==> src/rtl/mem_arb_pkg.sv <==
// Purpose: shared encodings, FSM state types and the line-compare helper for mem_req_arbiter.
// Latency: n/a (types and functions only).
// Backpressure: n/a.
// Contents: SZ_* request size encodings, read/write FSM state enums, same_line().
package mem_arb_pkg;

  // Request size encodings, shared by the read and write paths
  localparam logic [2:0] SZ_BYTE = 3'b000;
  localparam logic [2:0] SZ_HALF = 3'b001;
  localparam logic [2:0] SZ_WORD = 3'b010;
  localparam logic [2:0] SZ_LINE = 3'b100;

  typedef enum logic [1:0] {
    R_IDLE = 2'd0,
    R_REQ  = 2'd1,
    R_RESP = 2'd2
  } rd_state_e;

  typedef enum logic {
    W_IDLE = 1'b0,
    W_REQ  = 1'b1
  } wr_state_e;

  // True when two addresses fall in the same cache line (offset bits ignored)
  function automatic logic same_line(input logic [31:0] a,
                                     input logic [31:0] b,
                                     input int unsigned off_w);
    return (a >> off_w) == (b >> off_w);
  endfunction

endpackage

==> src/rtl/arb_pick.sv <==
// Purpose: combinational one-hot winner selection among NCH requesters.
// Latency: 0 cycles (pure combinational).
// Backpressure: none; the caller gates the grant with its own state.
// Ports: req[NCH] requests, ptr (ARB_RR_EN only) search start, gnt one-hot winner,
//        gnt_vld high when any request is present.
// Config: ARB_RR_EN defined -> round-robin from ptr; undefined -> lowest index wins.
module arb_pick #(
  parameter int NCH   = 4,
  parameter int PTR_W = $clog2(NCH)
) (
  input  logic [NCH-1:0]   req,
`ifdef ARB_RR_EN
  input  logic [PTR_W-1:0] ptr,
`endif
  output logic [NCH-1:0]   gnt,
  output logic             gnt_vld
);

`ifdef ARB_RR_EN
  // Walk the requesters starting at ptr, wrapping at NCH; first hit wins
  always_comb begin
    gnt     = '0;
    gnt_vld = 1'b0;
    for (int k = 0; k < NCH; k++) begin
      int idx;
      idx = int'(ptr) + k;
      if (idx >= NCH) idx = idx - NCH;
      if (!gnt_vld && req[idx]) begin
        gnt[idx] = 1'b1;
        gnt_vld  = 1'b1;
      end
    end
  end
`else
  // Fixed priority: lowest requesting index wins
  always_comb begin
    gnt     = '0;
    gnt_vld = 1'b0;
    for (int i = 0; i < NCH; i++) begin
      if (!gnt_vld && req[i]) begin
        gnt[i]  = 1'b1;
        gnt_vld = 1'b1;
      end
    end
  end
`endif

endmodule

==> src/rtl/mem_req_arbiter.sv <==
// Purpose: arbitrates NCH cache/uncache agents onto one cache-to-AXI bridge, with independent read/write paths.
// Latency: ch_*_rdy combinational in the request cycle; bridge rd_req/wr_req one cycle later.
// Backpressure: one read and one write in flight; channels wait for rdy, bridge stalls via rd_rdy/wr_rdy.
// Ports: ch_rd_* / ch_wr_* per-channel request buses (flattened, channel i at slice i),
//        ch_ret_* routed response beats, rd_* / wr_* / ret_* bridge side.
// Config: ARB_RR_EN selects round-robin arbitration per path (default fixed priority).
module mem_req_arbiter
  import mem_arb_pkg::*;
#(
  parameter int NCH    = 4,
  parameter int LINE_W = 128,
  parameter int OFF_W  = $clog2(LINE_W/8)
) (
  input  logic                  clk,
  input  logic                  resetn,
  // channel read side
  input  logic [NCH-1:0]        ch_rd_req,
  input  logic [3*NCH-1:0]      ch_rd_type,
  input  logic [32*NCH-1:0]     ch_rd_addr,
  output logic [NCH-1:0]        ch_rd_rdy,
  output logic [NCH-1:0]        ch_ret_valid,
  output logic [NCH-1:0]        ch_ret_last,
  output logic [31:0]           ch_ret_data,
  // channel write side
  input  logic [NCH-1:0]        ch_wr_req,
  input  logic [3*NCH-1:0]      ch_wr_type,
  input  logic [32*NCH-1:0]     ch_wr_addr,
  input  logic [4*NCH-1:0]      ch_wr_wstrb,
  input  logic [LINE_W*NCH-1:0] ch_wr_data,
  output logic [NCH-1:0]        ch_wr_rdy,
  // bridge read side
  output logic                  rd_req,
  output logic [2:0]            rd_type,
  output logic [31:0]           rd_addr,
  input  logic                  rd_rdy,
  input  logic                  ret_valid,
  input  logic                  ret_last,
  input  logic [31:0]           ret_data,
  // bridge write side
  output logic                  wr_req,
  output logic [2:0]            wr_type,
  output logic [31:0]           wr_addr,
  output logic [3:0]            wr_wstrb,
  output logic [LINE_W-1:0]     wr_data,
  input  logic                  wr_rdy
);

  localparam int PTR_W = $clog2(NCH);

  rd_state_e          rd_state_q, rd_state_d;
  wr_state_e          wr_state_q, wr_state_d;
  logic [PTR_W-1:0]   rd_gnt_q;

  logic [NCH-1:0]     rd_elig;
  logic [NCH-1:0]     rd_pick, wr_pick;
  logic               rd_pick_vld, wr_pick_vld;
  logic               rd_take, wr_take;

  logic [PTR_W-1:0]   rd_pick_idx;
  logic [2:0]         rd_sel_type;
  logic [31:0]        rd_sel_addr;
  logic [2:0]         wr_sel_type;
  logic [31:0]        wr_sel_addr;
  logic [3:0]         wr_sel_wstrb;
  logic [LINE_W-1:0]  wr_sel_data;

`ifdef ARB_RR_EN
  logic [PTR_W-1:0]   rd_ptr_q, wr_ptr_q;
  logic [PTR_W-1:0]   wr_pick_idx;

  function automatic logic [PTR_W-1:0] ptr_after(input logic [PTR_W-1:0] g);
    if (int'(g) == NCH - 1) return '0;
    return g + 1'b1;
  endfunction
`endif

  // Return data is broadcast; only the valid/last strobes are steered
  assign ch_ret_data = ret_data;

  // A read to the line currently held by the write FSM must wait until the
  // write has been handed to the bridge, otherwise it could return stale data.
  // Blocked channels simply drop out of arbitration so others can still win.
  always_comb begin
    rd_elig = '0;
    for (int i = 0; i < NCH; i++) begin
      rd_elig[i] = ch_rd_req[i] &&
                   !((wr_state_q == W_REQ) &&
                     same_line(ch_rd_addr[i*32 +: 32], wr_addr, OFF_W));
    end
  end

  arb_pick #(.NCH(NCH), .PTR_W(PTR_W)) u_rd_pick (
    .req     (rd_elig),
`ifdef ARB_RR_EN
    .ptr     (rd_ptr_q),
`endif
    .gnt     (rd_pick),
    .gnt_vld (rd_pick_vld)
  );

  arb_pick #(.NCH(NCH), .PTR_W(PTR_W)) u_wr_pick (
    .req     (ch_wr_req),
`ifdef ARB_RR_EN
    .ptr     (wr_ptr_q),
`endif
    .gnt     (wr_pick),
    .gnt_vld (wr_pick_vld)
  );

  // Mux the winning channel's fields using the one-hot grant
  always_comb begin
    rd_pick_idx = '0;
    rd_sel_type = '0;
    rd_sel_addr = '0;
    for (int i = 0; i < NCH; i++) begin
      if (rd_pick[i]) begin
        rd_pick_idx = PTR_W'(i);
        rd_sel_type = ch_rd_type[i*3 +: 3];
        rd_sel_addr = ch_rd_addr[i*32 +: 32];
      end
    end
  end

  always_comb begin
    wr_sel_type  = '0;
    wr_sel_addr  = '0;
    wr_sel_wstrb = '0;
    wr_sel_data  = '0;
    for (int i = 0; i < NCH; i++) begin
      if (wr_pick[i]) begin
        wr_sel_type  = ch_wr_type[i*3 +: 3];
        wr_sel_addr  = ch_wr_addr[i*32 +: 32];
        wr_sel_wstrb = ch_wr_wstrb[i*4 +: 4];
        wr_sel_data  = ch_wr_data[i*LINE_W +: LINE_W];
      end
    end
  end

  assign rd_take = (rd_state_q == R_IDLE) && rd_pick_vld;
  assign wr_take = (wr_state_q == W_IDLE) && wr_pick_vld;

  // Read FSM: next state and outputs
  always_comb begin
    rd_state_d   = rd_state_q;
    rd_req       = 1'b0;
    ch_rd_rdy    = '0;
    ch_ret_valid = '0;
    ch_ret_last  = '0;
    case (rd_state_q)
      R_IDLE: begin
        ch_rd_rdy = rd_pick;
        if (rd_pick_vld) rd_state_d = R_REQ;
      end
      R_REQ: begin
        rd_req = 1'b1;
        if (rd_rdy) rd_state_d = R_RESP;
      end
      R_RESP: begin
        ch_ret_valid[rd_gnt_q] = ret_valid;
        ch_ret_last[rd_gnt_q]  = ret_last;
        if (ret_valid && ret_last) rd_state_d = R_IDLE;
      end
      default: rd_state_d = R_IDLE;
    endcase
  end

  // Write FSM: next state and outputs
  always_comb begin
    wr_state_d = wr_state_q;
    wr_req     = 1'b0;
    ch_wr_rdy  = '0;
    case (wr_state_q)
      W_IDLE: begin
        ch_wr_rdy = wr_pick;
        if (wr_pick_vld) wr_state_d = W_REQ;
      end
      W_REQ: begin
        wr_req = 1'b1;
        if (wr_rdy) wr_state_d = W_IDLE;
      end
      default: wr_state_d = W_IDLE;
    endcase
  end

  // Read state and captured request
  always_ff @(posedge clk or negedge resetn) begin
    if (!resetn) begin
      rd_state_q <= R_IDLE;
      rd_gnt_q   <= '0;
      rd_type    <= '0;
      rd_addr    <= '0;
    end else begin
      rd_state_q <= rd_state_d;
      if (rd_take) begin
        rd_gnt_q <= rd_pick_idx;
        rd_type  <= rd_sel_type;
        rd_addr  <= rd_sel_addr;
      end
    end
  end

  // Write state and captured request
  always_ff @(posedge clk or negedge resetn) begin
    if (!resetn) begin
      wr_state_q <= W_IDLE;
      wr_type    <= '0;
      wr_addr    <= '0;
      wr_wstrb   <= '0;
      wr_data    <= '0;
    end else begin
      wr_state_q <= wr_state_d;
      if (wr_take) begin
        wr_type  <= wr_sel_type;
        wr_addr  <= wr_sel_addr;
        wr_wstrb <= wr_sel_wstrb;
        wr_data  <= wr_sel_data;
      end
    end
  end

`ifdef ARB_RR_EN
  always_comb begin
    wr_pick_idx = '0;
    for (int i = 0; i < NCH; i++) begin
      if (wr_pick[i]) wr_pick_idx = PTR_W'(i);
    end
  end

  // The channel after the last winner gets first look next time
  always_ff @(posedge clk or negedge resetn) begin
    if (!resetn) begin
      rd_ptr_q <= '0;
      wr_ptr_q <= '0;
    end else begin
      if (rd_take) rd_ptr_q <= ptr_after(rd_pick_idx);
      if (wr_take) wr_ptr_q <= ptr_after(wr_pick_idx);
    end
  end
`endif

endmodule

==> config.mk <==
export PLATFORM = sky130hd
export DESIGN_NAME = mem_req_arbiter
export DESIGN_NICKNAME = d
export VERILOG_FILES = /design/src/rtl/mem_arb_pkg.sv /design/src/rtl/arb_pick.sv /design/src/rtl/mem_req_arbiter.sv
export SDC_FILE = /design/constraint.sdc
export NUM_CORES = 1
export LEC_CHECK = 0
export ABC_AREA = 0
export CORE_AREA = 8 8 420 422
export CTS_BUF_LIST = sky130_fd_sc_hd__clkbuf_4 sky130_fd_sc_hd__clkbuf_8
export DETAILED_ROUTE_END_ITERATION = 6
export DIE_AREA = 0 0 428 430
export GPL_ROUTABILITY_DRIVEN = 1
export SLEW_MARGIN = 10
export SYNTH_ARGS = -nofsm -noshare
export SYNTH_HDL_FRONTEND = slang
export SYNTH_SLANG_ARGS = --single-unit
==> constraint.sdc <==
create_clock -name clk -period 5.2 [get_ports clk]
set_clock_uncertainty 0.05 [all_clocks]
set_input_delay 1.04 -clock clk [delete_from_list [all_inputs] [get_ports clk]]
set_output_delay 1.04 -clock clk [all_outputs]
set_load 0.02 [all_outputs]
==> metrics, run 1 <==
total nets after synthesis=2870; DR vias=19885; fin. max-slew vios=0; crit-path max FO=37; post-DR vias/cell=3.768; placed wire-length estimate=125900 µm; floorplan die height=430 µm; GRT Total Usage=0.1521; Distinct cells, synth=40; total CTS buffers=49; Critical Path AT=3.96 ns; hold crit path type=input port to asynchronous set/reset pin; largest family of logic cells by synthesized area=compound AO/OA/AOI/OAI gates; clock sink count=207; Synth-to-Final Area Change=99.93%; non-filler instance count after layout=5278; # port buffers=1041; ys async rst share=1.000; DIE AREA=0.1840 mm²; setup total negative slack=0 ns; clock slew seen by the registers of the worst setup and hold paths=0.06 ns; Reg area=0.005180 mm²; post-synth top area cell=dfrtp_1; Synth top area share=0.3538; pin count of the biggest net entering global routing=163; r2r startpoint=wr_addr[29]; Crit. End Element=output port; worst reg2reg setup slack=1.51 ns; total grt overflow=0; Worst-Margin Slew=1.048 ns; number of I/O pins=1106; fin crit share=0.9713; Setup-failing EPs final=0; post-synthesis mux area share=0.001453; #FFs+latches synth=207; Top FF cell, synth=dfrtp_1; beginning of the critical path=ch_rd_addr[70]; number of setup buffers added after CTS=0; Slew headroom=0.3013; Synth Area in Adders=0; top cells by count, synth=542 x nor2_1, 343 x a21oi_1, 207 x dfrtp_1; share of post-route cells with drive strength above 1=0.07608; Leakage=10.65 nW; type of origin of the critical path=input port; pwr dens=317.2 mW/mm²; Fill cells=19226; 1st-iter DRT viols=1603; DRC=0; top-count cell post-synth=nor2_1; DIE WIDTH=428 µm; clock buffer depth=3; FP Rows=152; CTS tree=done; min setup slack post-route=0.1493 ns; initial core utilization=0.08600; initial antenna violation count=59; post-synthesis compound-gate area fraction=0.2804; WP data required=4.11 ns; Syn Area/Cell=7.261 µm²; Final min period=5.051 ns; Warnings, synthesis=0; Root Buffer=clkbuf_8; outcome=complete, no violations; number of global-route vias before repair=20368; Synth Cell Area=0.01464 mm²; max capacitance violation total=0; core area=0.1702 mm²; DRT Pass-1 Iters=7; Routed WL per cell=28.06 µm; DRT antenna net count=0; Setup CP Type=input port to output port; final hold viol count=0; first-pass GRT wire length=192100 µm; Cell Count Post-Placement=5167; Worst IR Drop VDD=0.1919 mV; RSZ-0062 raised after global routing=false; Max Clk Rate=0.1980 GHz; Setup WS pre-CTS=-1.012 ns; Worst Setup EP=ch_rd_rdy[2]; Worst-Skew Late Latency=0.72 ns; Final Net Count=3839; Reg2Reg Capture Point=rd_type[0]; synth top area cells=dfrtp_1 35%, nor2_1 14%, a21oi_1 12%, a221oi_1 10%, nand2_1 5.1%; Multi-input gate area=0.008501 mm²; XOR/XNOR Fraction of Synth Area=0.06701; Register-to-Register Path Depth=12; Simple-Gate Fraction of Synth Area=0.2245; number of synthesized flops with an enable pin=0; post-synthesis sequential area ratio=0.3538; H-tree levels=2; Pwr Total=9.282 mW; Mapped Cells=2016; Routed Wire Length=148100 µm; routability-driven placement congestion ratio=0.9378
-- metrics by stage --
step | hold WS, ns | utilization | instance area [µm²]
3_3_place_gp | 0.4308 | 0.1639 | 27900
5_1_grt | 0.1824 | 0.1718 | 29250
3_5_place_dp | 0.4356 | 0.1639 | 27900
6_report | 0.2151 | 0.1719 | 29270
4_1_cts | 0.1391 | 0.1716 | 29210
2_1_floorplan | 0.4903 | - | 14640
-- metal layers --
layer	track usage	part of all wire	vias to the layer above
li1	-	-	9055
met3	0.05941	0.094	226
met4	0.05076	0.036	30
met2	0.2811	0.52	957
met1	0.1565	0.35	9617
met5	0	0.0013	-
-- flip-flops by register name (all words and copies together) (netlist names) --
signal and cells:
wr_state_q 1, rd_type 3, wr_wstrb 4, wr_data 128, rd_addr 32, wr_type 3, rd_state_q 2, rd_gnt_q 2
wr_addr 32
-- cells in the final DEF, fill, tap and decap left out, types with 16 or more instances in the layout --
cell type / instances
dfrtp_1: 207
clkbuf_8: 68
a221oi_1: 167
o32a_1: 35
xor2_1: 49
nand3_1: 38
xnor2_1: 60
clkdlybuf4s50_1: 1032
a31oi_1: 28
o21a_1: 35
diode_2: 22
nand4_1: 16
nand2_1: 198
a21oi_1: 343
nor2_1: 541
buf_4: 106
-- critical path, cell delays in order --
cell	delay, ns
clkdlybuf4s50_1	0.51
xnor2_1	0.28
nand4_1	0.22
buf_4	0.20
or4_4	0.51
o41a_4	0.40
buf_12	0.21
and3_1	0.21
dlygate4sd2_1	0.32
-- power breakdown --
group	switching, mW	internal [mW]	total [mW]	leakage, nW
Clock	1.02	1.54	2.57	0.647
Sequential	0.352	2.01	2.36	2.33
Combinational	2.38	1.97	4.35	7.67
-- cell type report --
type | instances | share of cell area
clock inverters | 17 | 0.009704
multi-input cells | 1565 | 0.2904
repair buffers | 1159 | 0.3921
clock buffers | 72 | 0.03300
diodes | 22 | 0.001881
inverters | 3 | 0.0003847
flip-flops and latches | 207 | 0.1770
well taps | 2233 | 0.09546
-- worst min-delay path by stage --
| stage | startpoint | endpoint | slack, ns | cells past startpoint |
|---|---|---|---|---|
| after floorplan | rd_gnt_q[1] | rd_gnt_q[1] | 0.49 | 1 |
| after global placement | rd_addr[3] | rd_addr[3] | 0.43 | 1 |
| after detailed placement | rd_addr[26] | rd_addr[26] | 0.44 | 1 |
| after CTS | resetn | rd_type[2] | 0.14 | 1 |
| after global routing | resetn | rd_type[2] | 0.18 | 1 |
| final | resetn | rd_type[2] | 0.22 | 1 |
-- cells by family after synthesis --
logic type	after synthesis
XOR/XNOR	112
buffers and inverters	244
flip-flops	207
AO/OA/AOI/OAI	624
AND/OR/NAND/NOR	827
multiplexers	2
-- repair_timing --
action / in CTS / in global routing
setup endpoints to repair: 2 / 0
hold buffers: 0 / 0
hold endpoints to repair: 0 / 0
resized for setup: 23 / 0
Power figures use the tool's default switching activity.
==> run 2, diff against run 1 <==
--- a/config.mk
+++ b/config.mk
@@ -8,9 +8,11 @@
 export ABC_AREA = 0
 export CORE_AREA = 8 8 420 422
 export CTS_BUF_LIST = sky130_fd_sc_hd__clkbuf_4 sky130_fd_sc_hd__clkbuf_8
+export CTS_CLUSTER_SIZE = 20
 export DETAILED_ROUTE_END_ITERATION = 6
 export DIE_AREA = 0 0 428 430
 export GPL_ROUTABILITY_DRIVEN = 1
+export PLACE_DENSITY = 0.4
 export SLEW_MARGIN = 10
 export SYNTH_ARGS = -nofsm -noshare
 export SYNTH_HDL_FRONTEND = slang
==> run 2 against run 1 <==
  * Fmax decreased by 1.5%
  * Sequential share of layout area is 0.15 points higher
  * Combinational power is 5.1% lower
  * Final area fell by 0.80%
  * Register-to-register slack worse by 0.02 ns
  * Clock-buffer cell count rose by 7
  * Global-route usage is 1.4 points lower
  * Critical path depth grew 2
  * Die area stayed put
  * Non-clock buffer count shrank 34
  * Critical endpoint is now ch_rd_rdy[3]
  * Largest power group unchanged
==> metrics, run 2 (synthesized netlist as in run 1, its figures left out) <==
core area=0.1702 mm²; pwr dens=313.2 mW/mm²; first-pass GRT wire length=178700 µm; Worst-Skew Late Latency=0.67 ns; post-DR vias/cell=3.660; Most common cell on crit path=buf_4; # port buffers=1041; Top Registers=wr_data x128, rd_addr x32, wr_addr x32; DIE WIDTH=428 µm; Routed WL per cell=25.84 µm; most frequent cells in the layout=1032 x clkdlybuf4s50_1, 541 x nor2_1, 343 x a21oi_1; DIE AREA=0.1840 mm²; worst reg2reg setup slack=1.49 ns; largest register by flop count=wr_data; Setup WS pre-CTS=-0.7683 ns; Crit. End Element=output port; Root Buffer=clkbuf_8; min setup slack post-route=0.07340 ns; type of origin of the critical path=input port; Reg2Reg Capture Point=rd_addr[2]; Worst-Margin Slew=1.214 ns; critical path's slowest cell=or4_1; Final min period=5.127 ns; clock slew seen by the registers of the worst setup and hold paths=0.05 ns; Worst path top cell family by delay=simple AND/OR/NAND/NOR gates; crit-path max FO=4; outcome=complete, no violations; routability-driven placement congestion ratio=0.8740; Pwr Total=9.092 mW; Setup CP Type=input port to output port; DR vias=19157; Final Core Density=0.1706; number of global-route vias before repair=19750; total grt overflow=0; WP data required=4.11 ns; pin count of the biggest net entering global routing=165; max capacitance violation total=0; hold crit path type=input port to asynchronous set/reset pin; H-tree levels=2; CTS tree=done; Slew headroom=0.1904; CP cell instances=clkdlybuf4s50_1 > xnor2_1 > buf_4 > nand4_1 > buf_4 > or4_1 > o21a_1 > or3_4 > nor3_4 > buf_6 > buf_12; r2r startpoint=wr_addr[11]; Worst IR Drop VDD=0.1513 mV; clock sink count=207; commonest non-fill, non-tap cell in the layout=clkdlybuf4s50_1; Register-to-Register Path Depth=11; Max Clk Rate=0.1951 GHz; DRC=0; Critical Path AT=4.04 ns; Setup-failing EPs final=0; 1st-iter DRT viols=1239; Critical path buffers and inverters=5; Fill cells=19299; number of I/O pins=1106; GRT Total Usage=0.1381; Final Net Count=3807; placed wire-length estimate=111900 µm; DRT antenna net count=0; worst hold slack=0.2800 ns; Hold-fix buffers, CTS=0; Synth-to-Final Area Change=98.32%; fin. max-slew vios=0; number of flip-flops in the largest register=128; Routed Wire Length=135200 µm; setup total negative slack=0 ns; share of post-route cells with drive strength above 1=0.06711; FP Rows=152; total CTS buffers=51; clock buffer depth=3; RSZ-0062 raised after global routing=false; Leakage=10.50 nW; fin crit share=0.9859; initial core utilization=0.08600; DRT Pass-1 Iters=6; final hold viol count=0; initial antenna violation count=18; floorplan die height=430 µm; Worst path max stage delay=0.52 ns
[run 2: cell types whose count changed in the layout (fill, tap and decap cells not counted), sizes merged, moves of 3 or more]
cell         delta
clkinvlp        +3
clkbuf          +7
dlygate4sd2     -3
buf            -32
diode          -16
[run 2: cell type report]
class	count	area (µm²)	area share
Timing Repair Buffer	1125	11280	0.3886
Multi-Input combinational cell	1565	8479	0.2921
Sequential cell	207	5181	0.1785
Tap cell	2233	2794	0.09623
Clock buffer	79	1006	0.03465
Clock inverter	16	265.3	0.009136
Antenna cell	6	15.01	0.0005172
Inverter	3	11.26	0.0003879
[run 2: report_power, final]
| part | switching, mW | internal (mW) |
|---|---|---|
| Sequential | 0.391 | 2.01 |
| Combinational | 2.22 | 1.91 |
| Clock | 0.983 | 1.58 |
[run 2: worst max-delay path by stage]
| stage | slack [ns] | cells past startpoint | endpoint | startpoint |
|---|---|---|---|---|
| detailed placement | -0.77 | 10 | ch_rd_rdy[3] | ch_rd_addr[85] |
| floorplan | 1.01 | 7 | ch_rd_rdy[3] | ch_rd_addr[76] |
| global route | 0.02 | 11 | ch_rd_rdy[3] | ch_rd_addr[46] |
| finish | 0.07 | 11 | ch_rd_rdy[3] | ch_rd_addr[46] |
| CTS | 0.003 | 12 | ch_rd_rdy[3] | ch_rd_addr[49] |
| global placement | -0.83 | 10 | ch_rd_rdy[3] | ch_rd_addr[85] |
[run 2: through the flow]
stage | cells | cell area, µm²
2_1_floorplan | 2016 | 14640
3_3_place_gp | 5132 | 27680
3_5_place_dp | 5132 | 27680
4_1_cts | 5227 | 29010
5_1_grt | 5232 | 29030
6_report | 5234 | 29030
[run 2: timing repair]
action	in CTS	in global routing
pin swaps	2	3
buffers inserted	0	1
endpoints found under the setup margin	2	1
resized for setup	11	1
[run 2: metal layers]
layer | part of all wire | GRT usage
met5 | 0.000096 | 0
met1 | 0.38 | 0.1535
met2 | 0.53 | 0.2589
met3 | 0.069 | 0.04204
met4 | 0.021 | 0.02730
